## src/rtl/cfu_l2_initiator.sv

```systemverilog
// cfu_l2_initiator: initiator (requester) end of the CFU-L2 request/response link.
//
// Host commands arrive on a valid/ready command channel and are registered into a
// single-entry request stage that drives the L2 request channel. L2 responses are
// always accepted (resp_ready follows clk_en) into an in-order response FIFO whose head
// is registered onto the host response channel. A credit counter (inflight) bounds the
// accepted-but-not-returned commands to MAX_OUTSTANDING. That bound guarantees FIFO space,
// so the responder is never back-pressured.
//
// Ports:
//   clk, rst_n, clk_en           clock, async active-low reset, clock enable (low freezes)
//   cmd_*                        host command channel (valid/ready, cfu/func id, 2 operands)
//   req_*                        L2 request channel (valid/ready, cfu/func id, 2 operands)
//   resp_*                       L2 response channel (valid/ready, 3-bit status, data)
//   rsp_*                        host response channel (valid/ready, status, data)
//   inflight                     credits in use
//   timeout                      sticky watchdog error
//
// Optional feature macro: CFU_L2_INITIATOR_TIMEOUT_EN. When it is defined, a watchdog
// flags requests left unanswered for TIMEOUT_CYCLES cycles. Otherwise timeout is tied to 0.
module cfu_l2_initiator #(
  parameter int unsigned CFU_CFU_ID_W    = 1,
  parameter int unsigned CFU_FUNC_ID_W   = 10,
  parameter int unsigned CFU_DATA_W      = 32,
  parameter int unsigned MAX_OUTSTANDING = 4,
  parameter int unsigned TIMEOUT_CYCLES  = 1024
) (
  input  logic                                     clk,
  input  logic                                     rst_n,
  input  logic                                     clk_en,
  input  logic                                     cmd_valid,
  output logic                                     cmd_ready,
  input  logic [CFU_CFU_ID_W-1:0]                  cmd_cfu,
  input  logic [CFU_FUNC_ID_W-1:0]                 cmd_func,
  input  logic [CFU_DATA_W-1:0]                    cmd_data0,
  input  logic [CFU_DATA_W-1:0]                    cmd_data1,
  output logic                                     req_valid,
  input  logic                                     req_ready,
  output logic [CFU_CFU_ID_W-1:0]                  req_cfu,
  output logic [CFU_FUNC_ID_W-1:0]                 req_func,
  output logic [CFU_DATA_W-1:0]                    req_data0,
  output logic [CFU_DATA_W-1:0]                    req_data1,
  input  logic                                     resp_valid,
  output logic                                     resp_ready,
  input  logic [2:0]                               resp_status,
  input  logic [CFU_DATA_W-1:0]                    resp_data,
  output logic                                     rsp_valid,
  input  logic                                     rsp_ready,
  output logic [2:0]                               rsp_status,
  output logic [CFU_DATA_W-1:0]                    rsp_data,
  output logic [$clog2(MAX_OUTSTANDING+1)-1:0]     inflight,
  output logic                                     timeout
);

  localparam int unsigned CntW = $clog2(MAX_OUTSTANDING + 1);
  localparam int unsigned PtrW = (MAX_OUTSTANDING > 1) ? $clog2(MAX_OUTSTANDING) : 1;
  localparam int unsigned EntW = 3 + CFU_DATA_W;
  localparam logic [CntW-1:0] MaxCnt  = CntW'(MAX_OUTSTANDING);
  localparam logic [PtrW-1:0] LastPtr = PtrW'(MAX_OUTSTANDING - 1);

  function automatic logic [PtrW-1:0] ptr_inc(input logic [PtrW-1:0] p);
    return (p == LastPtr) ? '0 : p + PtrW'(1);
  endfunction

  // Request stage
  logic                     req_valid_q, req_valid_d;
  logic [CFU_CFU_ID_W-1:0]  req_cfu_q, req_cfu_d;
  logic [CFU_FUNC_ID_W-1:0] req_func_q, req_func_d;
  logic [CFU_DATA_W-1:0]    req_data0_q, req_data0_d;
  logic [CFU_DATA_W-1:0]    req_data1_q, req_data1_d;

  // Credits
  logic [CntW-1:0] inflight_q, inflight_d;

  // Response FIFO storage plus registered head
  logic [EntW-1:0]       mem_q [MAX_OUTSTANDING];
  logic [EntW-1:0]       mem_d [MAX_OUTSTANDING];
  logic [PtrW-1:0]       wptr_q, wptr_d, rptr_q, rptr_d;
  logic [CntW-1:0]       fifo_cnt_q, fifo_cnt_d;
  logic                  rsp_valid_q, rsp_valid_d;
  logic [2:0]            rsp_status_q, rsp_status_d;
  logic [CFU_DATA_W-1:0] rsp_data_q, rsp_data_d;

  logic cmd_hs, req_hs, resp_hs, rsp_hs;
  logic head_free, fifo_empty, push_mem, pop_mem;

  assign cmd_ready  = rst_n && clk_en && (inflight_q < MaxCnt) && (!req_valid_q || req_ready);
  assign resp_ready = rst_n && clk_en;

  assign cmd_hs  = cmd_valid && cmd_ready;
  assign req_hs  = clk_en && req_valid_q && req_ready;
  assign resp_hs = resp_valid && resp_ready;
  assign rsp_hs  = clk_en && rsp_valid_q && rsp_ready;

  // The head can take a new entry when empty or being popped this cycle.
  assign head_free  = clk_en && (!rsp_valid_q || rsp_hs);
  assign fifo_empty = (fifo_cnt_q == '0);
  assign pop_mem    = head_free && !fifo_empty;
  // With empty storage and a free head, a response is registered straight into the head.
  assign push_mem   = resp_hs && !(head_free && fifo_empty);

  always_comb begin
    req_valid_d = req_valid_q;
    req_cfu_d   = req_cfu_q;
    req_func_d  = req_func_q;
    req_data0_d = req_data0_q;
    req_data1_d = req_data1_q;
    if (cmd_hs) begin
      req_valid_d = 1'b1;
      req_cfu_d   = cmd_cfu;
      req_func_d  = cmd_func;
      req_data0_d = cmd_data0;
      req_data1_d = cmd_data1;
    end else if (req_hs) begin
      req_valid_d = 1'b0;
    end
  end

  always_comb begin
    inflight_d = inflight_q;
    unique case ({cmd_hs, rsp_hs})
      2'b10:   inflight_d = inflight_q + CntW'(1);
      2'b01:   inflight_d = inflight_q - CntW'(1);
      default: inflight_d = inflight_q;
    endcase
  end

  always_comb begin
    mem_d      = mem_q;
    wptr_d     = wptr_q;
    rptr_d     = rptr_q;
    fifo_cnt_d = fifo_cnt_q;
    if (push_mem) begin
      mem_d[wptr_q] = {resp_status, resp_data};
      wptr_d        = ptr_inc(wptr_q);
    end
    if (pop_mem) begin
      rptr_d = ptr_inc(rptr_q);
    end
    unique case ({push_mem, pop_mem})
      2'b10:   fifo_cnt_d = fifo_cnt_q + CntW'(1);
      2'b01:   fifo_cnt_d = fifo_cnt_q - CntW'(1);
      default: fifo_cnt_d = fifo_cnt_q;
    endcase
  end

  always_comb begin
    rsp_valid_d  = rsp_valid_q;
    rsp_status_d = rsp_status_q;
    rsp_data_d   = rsp_data_q;
    if (head_free) begin
      if (!fifo_empty) begin
        rsp_valid_d                = 1'b1;
        {rsp_status_d, rsp_data_d} = mem_q[rptr_q];
      end else if (resp_hs) begin
        rsp_valid_d  = 1'b1;
        rsp_status_d = resp_status;
        rsp_data_d   = resp_data;
      end else begin
        rsp_valid_d = 1'b0;
      end
    end
  end

  always_ff @(posedge clk or negedge rst_n) begin
    if (!rst_n) begin
      req_valid_q  <= 1'b0;
      req_cfu_q    <= '0;
      req_func_q   <= '0;
      req_data0_q  <= '0;
      req_data1_q  <= '0;
      inflight_q   <= '0;
      wptr_q       <= '0;
      rptr_q       <= '0;
      fifo_cnt_q   <= '0;
      rsp_valid_q  <= 1'b0;
      rsp_status_q <= '0;
      rsp_data_q   <= '0;
      for (int unsigned i = 0; i < MAX_OUTSTANDING; i++) begin
        mem_q[i] <= '0;
      end
    end else begin
      req_valid_q  <= req_valid_d;
      req_cfu_q    <= req_cfu_d;
      req_func_q   <= req_func_d;
      req_data0_q  <= req_data0_d;
      req_data1_q  <= req_data1_d;
      inflight_q   <= inflight_d;
      wptr_q       <= wptr_d;
      rptr_q       <= rptr_d;
      fifo_cnt_q   <= fifo_cnt_d;
      rsp_valid_q  <= rsp_valid_d;
      rsp_status_q <= rsp_status_d;
      rsp_data_q   <= rsp_data_d;
      mem_q        <= mem_d;
    end
  end

  // Credits make an overflowing push impossible; firing means the accounting is broken.
  push_full_a: assert property (@(posedge clk) disable iff (!rst_n)
    !(push_mem && (fifo_cnt_q == MaxCnt) && !pop_mem));

  assign req_valid  = req_valid_q;
  assign req_cfu    = req_cfu_q;
  assign req_func   = req_func_q;
  assign req_data0  = req_data0_q;
  assign req_data1  = req_data1_q;
  assign rsp_valid  = rsp_valid_q;
  assign rsp_status = rsp_status_q;
  assign rsp_data   = rsp_data_q;
  assign inflight   = inflight_q;

`ifdef CFU_L2_INITIATOR_TIMEOUT_EN
  localparam int unsigned ToW = $clog2(TIMEOUT_CYCLES + 1);
  localparam logic [ToW-1:0] ToMax = ToW'(TIMEOUT_CYCLES);

  logic [ToW-1:0] wd_cnt_q, wd_cnt_d;
  logic           timeout_q, timeout_d;
  logic [CntW:0]  held;
  logic           waiting;

  // Credits not accounted for by the request stage, the FIFO or the head are at the
  // responder, i.e. issued but unanswered.
  always_comb begin
    held      = {1'b0, fifo_cnt_q} + (CntW+1)'(rsp_valid_q) + (CntW+1)'(req_valid_q);
    waiting   = {1'b0, inflight_q} > held;
    wd_cnt_d  = wd_cnt_q;
    timeout_d = timeout_q;
    if (clk_en) begin
      if (resp_hs || !waiting) begin
        wd_cnt_d = '0;
      end else begin
        if (wd_cnt_q != ToMax) begin
          wd_cnt_d = wd_cnt_q + ToW'(1);
        end
        if (32'(wd_cnt_q) + 32'd1 >= TIMEOUT_CYCLES) begin
          timeout_d = 1'b1;
        end
      end
    end
  end

  always_ff @(posedge clk or negedge rst_n) begin
    if (!rst_n) begin
      wd_cnt_q  <= '0;
      timeout_q <= 1'b0;
    end else begin
      wd_cnt_q  <= wd_cnt_d;
      timeout_q <= timeout_d;
    end
  end

  assign timeout = timeout_q;
`else
  logic unused_timeout_cfg;
  assign unused_timeout_cfg = ^TIMEOUT_CYCLES;
  assign timeout = 1'b0;
`endif

endmodule

```

## config.mk

```make
export PLATFORM = sky130hd
export DESIGN_NAME = cfu_l2_initiator
export DESIGN_NICKNAME = d
export VERILOG_FILES = /design/src/rtl/cfu_l2_initiator.sv
export SDC_FILE = /design/constraint.sdc
export NUM_CORES = 1
export LEC_CHECK = 0
export ABC_AREA = 1
export CORE_ASPECT_RATIO = 1.1
export CORE_MARGIN = 3
export CORE_UTILIZATION = 30
export CTS_BUF_LIST = sky130_fd_sc_hd__clkbuf_4
export DETAILED_ROUTE_END_ITERATION = 8
export PLACE_DENSITY = 0.61
export SLEW_MARGIN = 20
export SYNTH_ARGS = -nofsm -noshare
export SYNTH_HDL_FRONTEND = slang
export SYNTH_SLANG_ARGS = --single-unit
export TNS_END_PERCENT = 20
```

## constraint.sdc

```tcl
create_clock -name clk -period 4.18 [get_ports clk]
set_clock_uncertainty 0.2 [all_clocks]
set_input_delay 1.254 -clock clk [delete_from_list [all_inputs] [get_ports clk]]
set_output_delay 1.254 -clock clk [all_outputs]
set_load 0.01 [all_outputs]
```

## Word-level counts from Yosys, hierarchy flattened

Cells that the tools add are included.
W data, S select, Z words.

| cells by class | value |
|---|---|
| multiplexer cells | 18 |
| $lt $le $gt $ge | 4 |
| multipliers | 0 |
| bitwise gates (word level) | 2 |
| shifts and indexed selects | 0 |
| add/sub/neg operators | 6 |
| equality and inequality tests | 7 |
| reduce and logical (&&, ||, !) cells | 25 |
| div/mod/pow operators | 0 |

Operators with widths:

| operator | number |
|---|---|
| $bwmux W140 | 1 |
| $mux W35 | 3 |
| $bmux W35 S2 | 1 |
| $demux W35 S2 | 1 |
| $mux W32 | 2 |
| $logic_and A1 B1 Y1 | 14 |
| $pmux W3 S2 | 2 |
| $eq A2 B2 Y1 const B | 4 |
| $add A3 B1 Y3 const B | 2 |
| $ge A3 B3 Y1 const B | 2 |
| $mux W3 | 2 |
| $not A2 Y3 | 2 |
| $reduce_bool A2 Y1 | 3 |
| $sub A3 B1 Y3 const B | 2 |
| $add A2 B1 Y2 const B | 2 |
| $eq A2 B1 Y1 const B | 2 |
| $logic_not A1 Y1 | 4 |
| $mux W1 | 4 |
| $mux W2 | 2 |
| $logic_not A3 Y1 | 1 |
| $lt A3 B1 Y1 const B | 1 |
| $lt A3 B3 Y1 const B | 1 |
| $logic_or A1 B1 Y1 | 2 |
| $ne A2 B2 Y1 const B | 1 |
| $reduce_and A2 Y1 | 1 |

| word-level totals | value |
|---|---|
| bits in read-only memories | 0 |
| bits in latches | 0 |
| flip-flop bits (word level) | 262 |
| output and inout bits | 118 |
| input bits | 117 |
| bits in writable memories | 0 |
| memories kept | 0 |

## Depth between registers and ports, before layout

Gate-level depths: netlist of the first run.

| logic depth | value |
|---|---|
| depth in word-level cells | 9 |
| gate-level depth with buffers | 12 |
| gate-level depth less buffers | 11 |

## Least setup slack after synthesis of the first run

No wires, ideal clock.

| timing | value |
|---|---|
| path type | input-to-output |
| start point | input req_ready |
| end point | output cmd_ready |
| path buffers | 1 |
| cell stages on the path | 5 |
| arrival time | 1.828 ns |
| setup slack | 0.898 ns |
| cells stage by stage | inv_1 -> nand2_1 -> nand2_1 -> nor2_2 -> buf_1 |

| between the ends | value |
|---|---|
| cells in the longest elaborated chain, start to end | 2 |

RTL lines:

| item | line | RTL |
|---|---|---|
| start: declaration | 38 | `input logic req_ready,` |
| $logic_or A1 B1 Y1 | 87 | `assign cmd_ready = rst_n && clk_en && (inflight_q < MaxCnt) && (!req_valid_q \|\| req_ready);` |
| $logic_and A1 B1 Y1 | 87 |  |
| end: declaration | 32 | `output logic cmd_ready,` |

Every way passes these cells.

## Worst setup path in the final report of the first run

Ends and elaborated chain as after synthesis.

==> results of run 1 <==
-- synthesized netlist by cell type (all sizes together) --
library cell  number  area (um^2)
a21oi              3         18.8
buf               71          405
clkbuf            52          195
clkinv             1         3.75
conb               1         3.75
dfrtp            262         6560
fa                 2         40.0
ha                 7         87.6
inv               19         71.3
nand2            782         2940
nand3            172          911
nand4            140          876
nor2              33          126
nor3               1         5.00
o21ai              9         45.0
or2                1         6.26
xnor2              2         17.5
xor2               2         17.5
-- routing by layer --
metal | routed length, um | track usage, % | vias up
li1 | - | - | 5539
met1 | 16800 | 23.9 | 5424
met2 | 17900 | 28.2 | 488
met3 | 4120 | 7.08 | 74
met4 | 1030 | 6.63 | 0
met5 | 0 | 0 | -
-- placed cells by master, fill, tap and decap left out --
cell type,count
nand2_1,778
clkinv_4,2
nand2_2,3
clkdlybuf4s50_1,231
a21oi_1,2
inv_4,1
clkbuf_4,113
nor2_1,32
buf_6,1
nand3_1,168
nor2_4,1
inv_1,15
nand3_4,4
dfrtp_1,260
ha_2,4
diode_2,2
nand2_4,1
o21ai_0,9
conb_1,1
ha_1,3
clkinvlp_4,1
inv_2,3
xor2_1,2
or2_2,1
nand4_1,140
xnor2_1,2
clkinv_1,14
fa_1,2
buf_2,1
buf_8,1
dfrtp_2,2
buf_12,3
buf_4,22
bufinv_16,2
nor3_1,1
a21oi_4,1
-- how the worst min path moves through the flow --
stage | startpoint | end
floorplan | mem_q[0] | mem_q[0]
global placement | req_data0[30] | req_data0[30]
detailed placement | mem_q[50] | mem_q[50]
CTS | req_func[6] | req_func[6]
global route | mem_q[2] | mem_q[2]
finish | req_func[6] | req_func[6]
-- sequential cells by signal, summed over array words and instances (netlist names), 2 cells and up --
signal      count
req_data0      32
req_data1      32
rsp_status      3
rptr_q          2
req_func       10
mem_q         140
inflight        3
wptr_q          2
rsp_data       32
fifo_cnt_q      3
-- worst reg2reg max path, delay by kind of cell (launching register included) --
family / cells / cell delay [ps]
AOI/OAI and AO/OA: 2 / 240
adders and majority gates: 2 / 550
buffers and inverters: 2 / 240
DFF: 1 / 390
and+or+nand+nor: 4 / 700
xor gates and xnor gates: 1 / 150
-- metrics by stage --
| stage | utilization (%) | setup WS, ps | instances | hold WS (ps) |
|---|---|---|---|---|
| 3_3_place_gp | 37.1 | 97.4 | 2209 | 253 |
| 6_report | 39.5 | 111 | 2342 | 264 |
| 5_1_grt | 39.5 | 58.6 | 2342 | 287 |
| 3_5_place_dp | 37.1 | 113 | 2209 | 258 |
| 2_1_floorplan | - | 898 | 1560 | 242 |
| 4_1_cts | 39.5 | 111 | 2340 | 273 |
-- power groups by stage --
stage	Sequential (mW)	Combinational [mW]	Clock, mW
finish	4.33	4.86	2.50
global route	4.48	5.48	2.74
detailed placement	4.34	4.90	0
global placement	4.32	4.84	0
floorplan	4.50	2.49	0
CTS	4.33	4.92	2.60
-- layout make-up --
type                       instances  area, um^2  area share (%)
clock buffer                     113         848            5.31
inverter                          20        77.6           0.486
multi-input combinational       1155        5130            32.1
clock inverter                    18         134           0.839
antenna                            2        5.00          0.0314
tap                              513         642            4.02
timing repair buffer             259        2570            16.1
sequential                       262        6560            41.1
-- cell families after synthesis --
logic type / count (synthesis) / synth area share [%]
xor gates and xnor gates: 4 / 0.284
buffers and inverters: 143 / 5.48
other: 1 / 0.0304
DFF: 262 / 53.2
and+or+nand+nor: 1129 / 39.5
AOI/OAI and AO/OA: 12 / 0.518
adders and majority gates: 9 / 1.04
==> flow_metrics.py, run 1 <==
metrics = {
    "outcome": {
        "run_status": "complete, no violations",
    },
    "yosys": {
        "synthCells": 1560,
        "ys.warnings.count": 0,
        "syn_avg_cell_area_um2": 7.90,
        "syn_area_um2": 12300,
        "yosysSeqAreaShare_pct": 53.2,
        "ys_types": 26,
        "synth_seq_cells": 262,
        "synth_nets": 1686,
    },
    "floorplan": {
        "core_um2": 40400,
        "fp.dieH_um": 219,
        "rows": 77,
        "die_w_um": 199,
        "pin_count": 235,
        "start_util_pct": 30.5,
        "dieArea_um2": 43600,
    },
    "grt": {
        "gr-total-overflow": 0,
        "grt.total_usage_pct": 18.5,
        "grt_max_degree": 166,
        "grt_pass1_wl_mm": 63.9,
        "grt_pass1_vias": 11600,
        "antenna_found_initial": 2,
    },
    "power": {
        "ir_worst_vdd_uv": 335,
        "total_leakage_power_nw": 8.08,
        "power_density_nw_per_um2": 733,
        "clkPwrFrac_pct": 21.4,
        "p_seq_share_pct": 37.0,
        "p_switching_mw": 4.64,
        "netSwitchingFraction_pct": 39.7,
        "power.internal_mw": 7.05,
        "p_total_mw": 11.7,
        "combPwrFrac_pct": 41.6,
    },
    "setup_path": {
        "cp_num_buf_inv": 3,
        "crit_end": "cmd_ready",
        "cp.arrival_ps": 2610,
        "cp_top_family": "buffers and inverters",
        "critical_path.slowest_cell": "clkdlybuf4s50_1",
        "worstSetupPathType": "input port to primary output",
        "setup.worst_path.start": "req_ready",
        "max_stage_delay_ps": 550,
        "crit_required_ps": 2730,
        "cp.depth": 6,
        "reg2reg_to": "fifo_cnt_q[2]",
        "crit_fanout": 2,
        "worstPathCellList": "clkdlybuf4s50_1 > inv_1 > nand2_1 > nand2_1 > nor2_4 > clkdlybuf4s50_1",
        "regToRegSetupSlack_ps": 1600,
        "startpoint_type": "input port",
        "reg2reg_depth": 11,
        "cp-end-kind": "primary output",
        "reg2reg_from": "fifo_cnt_q[1]",
    },
    "route": {
        "first_pass_iters": 5,
        "dr_total_vias": 11500,
        "drtAntennaViolNets": 0,
        "drt_iter0_drc": 792,
        "via_per_inst": 4.92,
        "routedWlPerCell_um": 17.0,
        "drc": 0,
        "routed_wirelength_mm": 39.8,
    },
    "place": {
        "hpwl_mm": 23.4,
        "post_dp_cell_area_um2": 15000,
        "routabilityCongestion": 0.786,
        "portBuffers": 233,
    },
    "sta": {
        "rsz0062_at_grt": "no",
        "max_freq_mhz": 246,
        "setup-violations-final": 0,
        "tns_ps": 0,
        "finalHoldViolCount": 0,
        "period_minus_slack_ps": 4070,
        "slew_headroom_pct": 28.1,
        "drv_slew": 0,
        "worstMarginPinSlew_ps": 1080,
        "period_share_pct": 97.3,
    },
    "clock_network": {
        "htreeDepth": 3,
        "cts_buffers": 75,
        "path_clk_slew_ps": 50,
        "insertion_delay_ps": 730,
        "cts_sinks": 262,
        "ctsResizeCount": 0,
        "clk_path_buf_depth": 3,
        "cts_hold_repair.buffers": 0,
        "cts-root-buf": "clkbuf_4",
        "post_cts_buffers": 0,
        "cts_tree": "done",
    },
    "final_layout": {
        "area_delta_synth_final_pct": 29.5,
        "drive_gt1_share_pct": 9.14,
        "final_cell_area_um2": 16000,
        "fill_cells": 4114,
        "layout.nets": 1899,
    },
    "job": {
        "maxCapViolations": 0,
    },
    "worst_hold_path": {
        "holdPathStages": 2,
        "hp-class": "flop to flop",
    },
}
No activity file was read; power rests on OpenSTA's default activity.
==> run 2, diff against run 1 <==
--- a/config.mk
+++ b/config.mk
@@ -8,10 +8,11 @@
 export ABC_AREA = 1
 export CORE_ASPECT_RATIO = 1.1
 export CORE_MARGIN = 3
-export CORE_UTILIZATION = 30
+export CORE_UTILIZATION = 28
 export CTS_BUF_LIST = sky130_fd_sc_hd__clkbuf_4
 export DETAILED_ROUTE_END_ITERATION = 8
-export PLACE_DENSITY = 0.61
+export HOLD_SLACK_MARGIN = 0.15
+export PLACE_DENSITY = 0.58
 export SLEW_MARGIN = 20
 export SYNTH_ARGS = -nofsm -noshare
 export SYNTH_HDL_FRONTEND = slang
==> run 2 against run 1 <==
  * Fmax rose by 2.2%
  * Via count increased by 0.16%
  * Clock power about the same
  * Critical path type unchanged
  * Largest cell class unchanged
==> flow_metrics.py, run 2 (same netlist as run 1, synthesis figures left out) <==
metrics = {
    "final_layout": {
        "layout.nets": 1905,
        "mostFrequentLayoutCell": "nand2_1",
        "drive_gt1_share_pct": 9.39,
        "largest-register": "mem_q",
        "largest_register_ffs": 140,
        "mostFrequentLayoutCells": "nand2_1, dfrtp_1, clkdlybuf4s50_1",
        "area_delta_synth_final_pct": 30.6,
    },
    "clock_network": {
        "clk_path_buf_depth": 3,
        "cts_tree": "done",
        "cts_buffers": 77,
        "ctsResizeCount": 0,
        "cts_sinks": 262,
        "insertion_delay_ps": 800,
        "htreeDepth": 3,
        "path_clk_slew_ps": 60,
        "cts-root-buf": "clkbuf_4",
    },
    "route": {
        "drt_iter0_drc": 827,
        "dr_total_vias": 11500,
        "via_per_inst": 4.79,
        "first_pass_iters": 5,
        "routed_wirelength_mm": 41.8,
        "routedWlPerCell_um": 17.4,
        "drtAntennaViolNets": 0,
        "drc": 0,
    },
    "sta": {
        "drv_slew": 0,
        "finalHoldViolCount": 0,
        "tns_ps": 0,
        "max_freq_mhz": 251,
        "period_share_pct": 95.2,
        "slew_headroom_pct": 24.9,
        "period_minus_slack_ps": 3980,
        "worstMarginPinSlew_ps": 1130,
        "setup_slack_ps": 199,
        "rsz0062_at_grt": "no",
        "setup-violations-final": 0,
    },
    "setup_path": {
        "cpMostUsedCell": "clkdlybuf4s50_1",
        "worstPathCellList": "clkdlybuf4s50_1 > nand2_1 > inv_1 > clkdlybuf4s50_1",
        "max_stage_delay_ps": 540,
        "cp-end-kind": "primary output",
        "reg2reg_depth": 11,
        "critical_path.slowest_cell": "clkdlybuf4s50_1",
        "regToRegSetupSlack_ps": 1260,
        "reg2reg_from": "fifo_cnt_q[0]",
        "reg2reg_to": "fifo_cnt_q[2]",
        "crit_fanout": 3,
        "startpoint_type": "input port",
        "crit_required_ps": 2730,
        "worstSetupPathType": "input port to primary output",
        "cp.arrival_ps": 2530,
    },
    "place": {
        "hpwl_mm": 24.2,
        "portBuffers": 233,
        "routabilityCongestion": 0.796,
        "post-place-ws_ps": 197,
    },
    "floorplan": {
        "core_um2": 43400,
        "fp.dieH_um": 226,
        "die_w_um": 206,
        "rows": 80,
        "dieArea_um2": 46600,
        "start_util_pct": 28.4,
        "pin_count": 235,
    },
    "worst_hold_path": {
        "hp-class": "flop to flop",
        "holdPathStages": 2,
        "hold_path_end": "req_data0[31]",
        "hold_path.startpoint": "req_data0[31]",
    },
    "grt": {
        "grt_pass1_wl_mm": 66.0,
        "antenna_found_initial": 4,
        "grt_max_degree": 166,
        "grt.total_usage_pct": 18.0,
        "grt_pass1_vias": 11600,
        "gr-total-overflow": 0,
    },
    "outcome": {
        "run_status": "complete, no violations",
    },
    "power": {
        "ir_worst_vdd_uv": 387,
        "power_density_nw_per_um2": 728,
        "total_leakage_power_nw": 8.11,
    },
    "job": {
        "maxCapViolations": 0,
    },
}
[run 2: layer usage]
metal / share of wire, % / global-route usage [%] / vias to the layer above
li1: - / - / 5545
met1: 42 / 22.7 / 5454
met3: 11 / 7.55 / 72
met5: 0.031 / 0 / -
met2: 45 / 27.5 / 471
met4: 2.4 / 6.50 / 2
[run 2: worst max-delay path by stage]
stage | startpoint | endpoint | slack [ps] | depth (start not counted)
after floorplan | req_ready | cmd_ready | 900 | 5
final | clk_en | resp_ready | 200 | 4
after global placement | clk_en | resp_ready | 180 | 4
after detailed placement | clk_en | resp_ready | 200 | 4
after global routing | clk_en | resp_ready | 160 | 4
after CTS | clk_en | resp_ready | 190 | 4
[run 2: through the flow]
stage | hold slack (ps) | power, mW | cell area [um^2] | cells | util, %
after floorplan | 242 | 6.99 | 12300 | 1560 | -
after detailed placement | 258 | 9.29 | 15100 | 2273 | 34.8
after global placement | 252 | 9.21 | 15100 | 2273 | 34.8
final | 268 | 11.7 | 16100 | 2409 | 37.1
after CTS | 272 | 11.9 | 16100 | 2406 | 37.0
after global routing | 286 | 12.7 | 16100 | 2409 | 37.1
[run 2: critical path, delay by kind of cell]
kind | cells | cell delay (ps)
buffers and inverters | 3 | 1150
AND/OR/NAND/NOR | 1 | 130
[run 2: repair_timing]
action	CTS	global route
endpoints found under the hold margin	5	0
hold buffers	1	0
buffers inserted	0	0
[run 2: area by class of cell]
class                           count  area [um^2]
Clock inverter                     20          124
Fill cell                        4587        27300
Multi-Input combinational cell   1155         5130
Clock buffer                      112          841
Antenna cell                        3         7.51
Timing Repair Buffer              263         2650
Sequential cell                   262         6560
Inverter                           20         77.6
Tap cell                          574          718
[run 2: power by group]
part / switching (mW) / total [mW] / internal, mW
sequential: 0.638 / 4.33 / 3.70
combinational: 2.90 / 4.91 / 2.01
clock: 1.19 / 2.48 / 1.29
==> run 3, diff against run 2 <==
--- a/config.mk
+++ b/config.mk
@@ -13,7 +13,7 @@
 export DETAILED_ROUTE_END_ITERATION = 8
 export HOLD_SLACK_MARGIN = 0.15
 export PLACE_DENSITY = 0.58
-export SLEW_MARGIN = 20
+export SLEW_MARGIN = 10
 export SYNTH_ARGS = -nofsm -noshare
 export SYNTH_HDL_FRONTEND = slang
 export SYNTH_SLANG_ARGS = --single-unit
==> results of run 3 <==
No change in the layout: final DEF, timing and power equal those of run 2.
